### src/rtl/pipe_hazard_ctrl_pkg.sv
// Shared types for the pipeline sequencing controller.
// Holds the state encoding, control bundle and NOP constants.
package pipe_hazard_ctrl_pkg;

    localparam int REG_ADDR_WIDTH = 5;
    localparam logic [31:0] NOP_INSN = 32'h0000_0013;

    typedef enum logic [1:0] {
        ST_RUN      = 2'd0,
        ST_MEM_WAIT = 2'd1,
        ST_HALT     = 2'd2,
        ST_ERR      = 2'd3
    } state_t;

    typedef struct packed {
        logic pc_stall;
        logic if_id_stall;
        logic if_id_flush;
        logic id_ex_stall;
        logic id_ex_bubble;
        logic ex_mem_stall;
        logic mem_wb_bubble;
    } ctrl_t;

    localparam ctrl_t CTRL_NONE     = 7'b000_0000;
    localparam ctrl_t CTRL_FREEZE   = 7'b110_1011;
    localparam ctrl_t CTRL_LOAD_USE = 7'b110_0100;
    localparam ctrl_t CTRL_REDIRECT = 7'b001_0000;
    localparam ctrl_t CTRL_FMISS    = 7'b101_0000;

endpackage

### src/rtl/pipe_hazard_ctrl_hazard_detect.sv
// Load-use comparator between the ID sources and the EX destination.
// x0 is never a hazard source.
import pipe_hazard_ctrl_pkg::*;

module hazard_detect #(
    parameter int AW = REG_ADDR_WIDTH
) (
    input  logic [AW-1:0] rs1_addr,
    input  logic [AW-1:0] rs2_addr,
    input  logic          rs1_used,
    input  logic          rs2_used,
    input  logic          rd_wen,
    input  logic [AW-1:0] rd_addr,
    input  logic          rd_is_load,
    output logic          load_use
);

    logic rd_live;
    logic rs1_match;
    logic rs2_match;

    assign rd_live   = rd_wen && (rd_addr != '0);
    assign rs1_match = rd_live && rs1_used && (rs1_addr == rd_addr);
    assign rs2_match = rd_live && rs2_used && (rs2_addr == rd_addr);
    assign load_use  = rd_is_load && (rs1_match || rs2_match);

endmodule

### src/rtl/pipe_hazard_ctrl.sv
// Sequencing controller for the 5-stage pipeline.
// Generates stage hold/flush/bubble controls and stall/flush counters.
import pipe_hazard_ctrl_pkg::*;

module pipe_hazard_ctrl #(
    parameter int REG_ADDR_WIDTH = 5,
    parameter int CNT_W          = 32,
    parameter int FLUSH_CNT_W    = 16,
    parameter int MEM_TIMEOUT    = 255
) (
    input  logic                      clk,
    input  logic                      rst,
    input  logic [REG_ADDR_WIDTH-1:0] id_rs1_addr,
    input  logic [REG_ADDR_WIDTH-1:0] id_rs2_addr,
    input  logic                      id_rs1_used,
    input  logic                      id_rs2_used,
    input  logic                      ex_reg_wen,
    input  logic [REG_ADDR_WIDTH-1:0] ex_reg_waddr,
    input  logic                      ex_is_load,
    input  logic                      id_redirect,
    input  logic                      imem_valid,
    input  logic                      mem_req_valid,
    input  logic                      mem_resp_ready,
    input  logic                      wb_ebreak,
    output logic                      pc_stall,
    output logic                      if_id_stall,
    output logic                      if_id_flush,
    output logic                      id_ex_stall,
    output logic                      id_ex_bubble,
    output logic                      ex_mem_stall,
    output logic                      mem_wb_bubble,
    output logic                      halted,
    output logic                      mem_timeout,
    output logic [CNT_W-1:0]          stall_cycles,
    output logic [FLUSH_CNT_W-1:0]    flush_count
);

    localparam int WW = $clog2(MEM_TIMEOUT + 1);

    state_t         state;
    state_t         state_n;
    logic [WW-1:0]  wait_cnt;
    logic [WW-1:0]  wait_n;
    logic [WW-1:0]  wait_inc;
    logic           rst_d;
    logic           blank;
    logic           load_use;
    logic           flush_inc;
    ctrl_t          ctrl;

    hazard_detect #(
        .AW(REG_ADDR_WIDTH)
    ) u_hazard_detect (
        .rs1_addr   (id_rs1_addr),
        .rs2_addr   (id_rs2_addr),
        .rs1_used   (id_rs1_used),
        .rs2_used   (id_rs2_used),
        .rd_wen     (ex_reg_wen),
        .rd_addr    (ex_reg_waddr),
        .rd_is_load (ex_is_load),
        .load_use   (load_use)
    );

    // Controls stay quiet for the reset cycle and the one after it.
    assign blank    = rst || rst_d;
    assign wait_inc = wait_cnt + WW'(1);

    always_comb begin
        ctrl      = CTRL_NONE;
        state_n   = state;
        wait_n    = wait_cnt;
        flush_inc = 1'b0;
        unique case (state)
            ST_RUN: begin
                if (mem_req_valid && !mem_resp_ready) begin
                    ctrl    = CTRL_FREEZE;
                    state_n = ST_MEM_WAIT;
                    wait_n  = WW'(1);
                end else if (load_use) begin
                    ctrl = CTRL_LOAD_USE;
                end else if (id_redirect) begin
                    ctrl      = CTRL_REDIRECT;
                    flush_inc = 1'b1;
                end else if (!imem_valid) begin
                    ctrl = CTRL_FMISS;
                end
                if (wb_ebreak) begin
                    state_n = ST_HALT;
                end
            end
            ST_MEM_WAIT: begin
                ctrl = CTRL_FREEZE;
                if (mem_resp_ready) begin
                    state_n = ST_RUN;
                    wait_n  = '0;
                end else if (wait_inc >= WW'(MEM_TIMEOUT)) begin
                    state_n = ST_ERR;
                    wait_n  = wait_inc;
                end else begin
                    wait_n = wait_inc;
                end
            end
            ST_HALT: ctrl = CTRL_FREEZE;
            ST_ERR:  ctrl = CTRL_FREEZE;
            default: ctrl = CTRL_NONE;
        endcase
        if (blank) begin
            ctrl      = CTRL_NONE;
            flush_inc = 1'b0;
            state_n   = ST_RUN;
            wait_n    = '0;
        end
    end

    always_ff @(posedge clk) begin
        if (rst) begin
            state        <= ST_RUN;
            wait_cnt     <= '0;
            rst_d        <= 1'b1;
            stall_cycles <= '0;
            flush_count  <= '0;
        end else begin
            state    <= state_n;
            wait_cnt <= wait_n;
            rst_d    <= 1'b0;
            if (ctrl.pc_stall && (stall_cycles != '1)) begin
                stall_cycles <= stall_cycles + CNT_W'(1);
            end
            if (flush_inc && (flush_count != '1)) begin
                flush_count <= flush_count + FLUSH_CNT_W'(1);
            end
        end
    end

    assign pc_stall      = ctrl.pc_stall;
    assign if_id_stall   = ctrl.if_id_stall;
    assign if_id_flush   = ctrl.if_id_flush;
    assign id_ex_stall   = ctrl.id_ex_stall;
    assign id_ex_bubble  = ctrl.id_ex_bubble;
    assign ex_mem_stall  = ctrl.ex_mem_stall;
    assign mem_wb_bubble = ctrl.mem_wb_bubble;
    assign halted        = (state == ST_HALT) && !blank;
    assign mem_timeout   = (state == ST_ERR) && !blank;

endmodule

### config.mk
export PLATFORM = sky130hd
export DESIGN_NAME = pipe_hazard_ctrl
export DESIGN_NICKNAME = d
export VERILOG_FILES = /design/src/rtl/pipe_hazard_ctrl_pkg.sv /design/src/rtl/pipe_hazard_ctrl_hazard_detect.sv /design/src/rtl/pipe_hazard_ctrl.sv
export SDC_FILE = /design/constraint.sdc
export NUM_CORES = 1
export LEC_CHECK = 0
export BUFFER_PORTS_ARGS = -buffer_cell sky130_fd_sc_hd__buf_2
export CAP_MARGIN = 25
export CORE_UTILIZATION = 57
export DETAILED_ROUTE_END_ITERATION = 8
export PLACE_DENSITY_LB_ADDON = 0.08
export SLEW_MARGIN = 20
export SYNTH_ARGS = -nofsm -noshare
export SYNTH_HDL_FRONTEND = slang
export SYNTH_SLANG_ARGS = --single-unit
### constraint.sdc
create_clock -name clk -period 5.3 [get_ports clk]
set_input_delay 1.06 -clock clk [delete_from_list [all_inputs] [get_ports clk]]
set_output_delay 1.06 -clock clk [all_outputs]
set_load 0.02 [all_outputs]
==> report_table.html <==
<table>
<tr><th>Metric</th><th>Value</th></tr>
<tr><th colspan="2">Run status</th></tr>
<tr><td>Result of the run</td><td>completed</td></tr>
<tr><th colspan="2">Die</th></tr>
<tr><td>Die outline area</td><td>0.005964 mm^2</td></tr>
<tr><td>Effective utilization at floorplan</td><td>58.94%</td></tr>
<tr><td>Die Y</td><td>77.23 um</td></tr>
<tr><td>Number of rows in the core area</td><td>27</td></tr>
<tr><td>Die Wd</td><td>77.23 um</td></tr>
<tr><td>Area inside the core boundary</td><td>0.005473 mm^2</td></tr>
<tr><td>IO Count</td><td>83</td></tr>
<tr><th colspan="2">Timing</th></tr>
<tr><td>Final Hold Viols</td><td>0</td></tr>
<tr><td>Unrepaired setup endpoints after global routing</td><td>false</td></tr>
<tr><td>Worst rel slew slack</td><td>36.21%</td></tr>
<tr><td>Slew @ Worst Pin</td><td>0.9505 ns</td></tr>
<tr><td>Max Slew Vio Count</td><td>0</td></tr>
<tr><td>Share of the cycle needed by the critical path after routing</td><td>69.33%</td></tr>
<tr><td>Highest clock frequency the design can meet</td><td>272.1 MHz</td></tr>
<tr><td>Total negative setup slack</td><td>0 ns</td></tr>
<tr><td>Tmin final</td><td>3.675 ns</td></tr>
<tr><td>Number of setup violations in the final report</td><td>0</td></tr>
<tr><td>Worst hold slack after final layout</td><td>0.4969 ns</td></tr>
<tr><td>Largest clock skew in the final design</td><td>0.008796 ns</td></tr>
<tr><th colspan="2">Yosys</th></tr>
<tr><td>Distinct cell type count after synthesis</td><td>51</td></tr>
<tr><td>Post-synthesis sequential area ratio</td><td>36.62%</td></tr>
<tr><td>Synthesis Warnings</td><td>0</td></tr>
<tr><td>Synthesis-stage register bit count</td><td>59</td></tr>
<tr><td>Net count after synthesis</td><td>427</td></tr>
<tr><td>Syn Area/Cell</td><td>8.125 um^2</td></tr>
<tr><td>Number of synthesized flops with an enable pin</td><td>0</td></tr>
<tr><td>Post-synthesis instance total</td><td>397</td></tr>
<tr><td>Primary flip-flop cell chosen by synthesis mapping</td><td>dfxtp_1</td></tr>
<tr><td>Post-Synthesis Cell Area</td><td>0.003226 mm^2</td></tr>
<tr><td>Share of synthesized flip-flops with an asynchronous set or reset</td><td>0%</td></tr>
<tr><th colspan="2">Min path</th></tr>
<tr><td>Worst min-delay path endpoint</td><td>stall_cycles[23]</td></tr>
<tr><td>Type of the worst min-delay path</td><td>register to register</td></tr>
<tr><td>HP Start</td><td>stall_cycles[23]</td></tr>
<tr><td>Cell depth of the worst min-delay path</td><td>2</td></tr>
<tr><th colspan="2">Clock network</th></tr>
<tr><td>Clock transition at path regs</td><td>0.06 ns</td></tr>
<tr><td>CTS Root Buffer Type</td><td>clkbuf_8</td></tr>
<tr><td>Clock buffer depth</td><td>2</td></tr>
<tr><td>Clock network latency to the later pin of the worst-skew pair</td><td>0.34 ns</td></tr>
<tr><td>Setup bufs post-CTS</td><td>0</td></tr>
<tr><td>Clock buffer count from CTS</td><td>9</td></tr>
<tr><td>TritonCTS clock tree</td><td>done</td></tr>
<tr><td>Resized Gates After CTS</td><td>0</td></tr>
<tr><td>Number of hold-repair buffers added at the cts stage</td><td>0</td></tr>
<tr><td>Clk sink count</td><td>59</td></tr>
<tr><td>H-tree lvl count</td><td>3</td></tr>
<tr><th colspan="2">Place</th></tr>
<tr><td>Post-DP HPWL</td><td>5305 um</td></tr>
<tr><td>I/O Buffers</td><td>82</td></tr>
<tr><td>Placer congestion estimate</td><td>0.8633</td></tr>
<tr><th colspan="2">Pwr</th></tr>
<tr><td>Maximum vdd ir drop</td><td>0.1604 mV</td></tr>
<tr><td>Leakage dissipation</td><td>1.556 nW</td></tr>
<tr><td>PD cells</td><td>226.3 mW/mm^2</td></tr>
<tr><th colspan="2">Worst setup path</th></tr>
<tr><td>Largest delay share family, worst path</td><td>simple AND/OR/NAND/NOR gates</td></tr>
<tr><td>Critical path, cell by cell</td><td>buf_2 &gt; or4_1 &gt; o211ai_2 &gt; a21oi_2 &gt; nor2_1 &gt; nand2_1 &gt; a21oi_1 &gt; buf_2</td></tr>
<tr><td>End of the worst register-to-register path</td><td>stall_cycles[12]</td></tr>
<tr><td>Most prevalent standard cell on the critical path</td><td>buf_2</td></tr>
<tr><td>Worst reg2reg path startpoint</td><td>stall_cycles[9]</td></tr>
<tr><td>Slowest CP cell</td><td>or4_1</td></tr>
<tr><td>Setup crit start</td><td>ex_reg_waddr[0]</td></tr>
<tr><td>Highest fanout seen on the critical path</td><td>4</td></tr>
<tr><td>Number of cell instances on the worst register-to-register path</td><td>7</td></tr>
<tr><td>Total buffers and inverters traversed by the critical path</td><td>2</td></tr>
<tr><td>Slowest stage delay, CP</td><td>0.55 ns</td></tr>
<tr><td>Worst endpoint required time</td><td>4.24 ns</td></tr>
<tr><td>Crit end category</td><td>output port</td></tr>
<tr><td>Critical Path AT</td><td>2.61 ns</td></tr>
<tr><td>Category of the critical setup timing path</td><td>primary input to output port</td></tr>
<tr><td>Worst setup SP type</td><td>primary input</td></tr>
<tr><td>Reg2reg setup slack</td><td>2.70 ns</td></tr>
<tr><th colspan="2">Global route</th></tr>
<tr><td>Overflow left after global routing</td><td>0</td></tr>
<tr><td>First-pass GRT wire length</td><td>12,720 um</td></tr>
<tr><td>Number of global-route vias before repair</td><td>2,902</td></tr>
<tr><td>Global router's overall resource usage</td><td>26.71%</td></tr>
<tr><td>Maximum number of pins on one net before global-route repair</td><td>59</td></tr>
<tr><td>Initial antenna violation count</td><td>0</td></tr>
<tr><th colspan="2">Run</th></tr>
<tr><td>Max Cap Viol</td><td>0</td></tr>
<tr><th colspan="2">Routing</th></tr>
<tr><td>Vias</td><td>3,175</td></tr>
<tr><td>ANT nets after route</td><td>0</td></tr>
<tr><td>Number of DRC markers after the initial detailed-route iteration</td><td>153</td></tr>
<tr><td>Drt via density</td><td>5.794</td></tr>
<tr><td>Post-route DRC violation count</td><td>0</td></tr>
<tr><td>Average wire length per cell after detail routing</td><td>13.68 um</td></tr>
<tr><td>Detailed-router iteration count before antenna repair</td><td>4</td></tr>
<tr><td>Total wirelength of the detailed-routed design</td><td>7497 um</td></tr>
<tr><th colspan="2">Final layout</th></tr>
<tr><td>Fill cell count</td><td>473</td></tr>
<tr><td>Area growth from synthesis to layout</td><td>17.30%</td></tr>
<tr><td>Area used by multi-input combinational logic</td><td>0.001878 mm^2</td></tr>
<tr><td>Net count, final</td><td>502</td></tr>
<tr><td>Area used by sequential logic in the layout</td><td>0.001181 mm^2</td></tr>
<tr><td>Fraction of final layout cells sized beyond drive strength 1</td><td>24.58%</td></tr>
<tr><td>Diodes inserted</td><td>0</td></tr>
</table>
metrics by stage:
| step | cell area (um^2) | std cells | power (mW) | setup slack [ns] | util, % |
|---|---|---|---|---|---|
| 6_report | 3784 | 548 | 0.8564 | 1.625 | 69.14 |
| 4_1_cts | 3784 | 548 | 0.8655 | 1.639 | 69.14 |
| 2_1_floorplan | 3226 | 397 | 0.5004 | 1.814 | - |
| 5_1_grt | 3784 | 548 | 0.8943 | 1.427 | 69.14 |
| 3_5_place_dp | 3623 | 533 | 0.5198 | 1.645 | 66.21 |
| 3_3_place_gp | 3623 | 533 | 0.5188 | 1.679 | 66.21 |
worst max path at each step:
stage | to | slack (ns) | cells past startpoint
floorplan | if_id_flush | 1.81 | 6
global placement | if_id_flush | 1.68 | 8
detailed placement | if_id_flush | 1.65 | 8
CTS | if_id_flush | 1.64 | 8
global route | if_id_flush | 1.43 | 8
finish | if_id_flush | 1.63 | 8
cell usage after synthesis, types with 3 or more instances:
master / count / area (um^2)
mux2_1: 4 / 45.04
nor2_1: 49 / 183.9
o21ai_0: 12 / 60.06
buf_4: 3 / 22.52
a21oi_1: 34 / 170.2
or3_1: 20 / 125.1
nand2b_1: 3 / 18.77
buf_6: 4 / 45.04
xnor2_1: 4 / 35.03
clkbuf_1: 12 / 45.04
o31ai_1: 8 / 60.06
inv_1: 11 / 41.29
and3_1: 8 / 50.05
nor4_1: 5 / 31.28
dfxtp_1: 59 / 1181
ha_1: 4 / 50.05
nor3_1: 5 / 25.02
nand3_1: 21 / 105.1
and2_1: 3 / 18.77
nand2_1: 22 / 82.58
nor4_2: 3 / 37.54
o21ai_1: 16 / 80.08
xor2_1: 20 / 175.2
nor2b_1: 7 / 43.79
or4_1: 12 / 90.09
nand4_1: 17 / 106.4
state kept, by name, indices dropped and copies added, names as in the netlist:
| name | flops |
|---|---|
| stall_cycles | 32 |
| state | 2 |
| flush_count | 16 |
| rst_d | 1 |
| wait_cnt | 8 |
worst reg2reg max path: stages, from the launching register on:
cell and delay [ns]:
dfxtp_1 0.43, nand4_1 0.17, nor4_2 0.44, and3_2 0.32, a41oi_1 0.13, o21ai_1 0.53
nor3_1 0.12, mux2_1 0.35
where the power goes:
group / leakage [nW] / internal, mW / switching [mW]
Sequential: 0.476 / 0.446 / 0.00333
Clock: 0.0860 / 0.177 / 0.169
Combinational: 0.994 / 0.0219 / 0.0390
routing by layer:
layer / vias to the layer above / routed length, um / global-route usage (%)
li1: 1583 / - / -
met1: 1490 / 3297 / 31.37
met2: 93 / 3719 / 46.64
met3: 9 / 390 / 7.143
met4: 0 / 89 / 8.868
met5: - / 0 / 0
cell usage in the layout, fill, tap and decap left out, types with 3 or more instances in the layout:
cell and count:
or3_1 20, xor2_1 20, nor3_1 5, o31ai_1 8, nand4_1 17, clkbuf_8 10, nand2b_1 3, clkinv_2 3
nand3_1 21, or4_1 12, nor4_2 3, buf_2 82, ha_1 4, nor2_1 49, nor4_1 5, o21ai_1 16
dfxtp_1 59, nand2_1 22, mux2_1 4, and3_1 8, a21oi_1 34, o21ai_0 12, inv_1 11, nor2b_1 7
and2_1 3, xnor2_1 4
final cells by class:
| cell class | instances | share of cell area (%) |
|---|---|---|
| clock buffer | 12 | 3.836 |
| inverter | 13 | 1.290 |
| sequential | 59 | 31.22 |
| clock inverter | 3 | 0.3968 |
| tap | 72 | 2.381 |
| multi-input combinational | 305 | 49.64 |
| timing repair buffer | 84 | 11.24 |
kinds of logic after synthesis:
kind of cell               Yosys count  share of synthesized area, %
AOI/OAI and AO/OA                   84                         15.21
xor gates and xnor gates            24                         6.517
adders and majority gates            4                         1.552
buffers and inverters               33                         5.159
DFF                                 59                         36.62
muxes                                7                         2.482
and+or+nand+nor                    186                         32.47
Power figures use the tool's default switching activity.
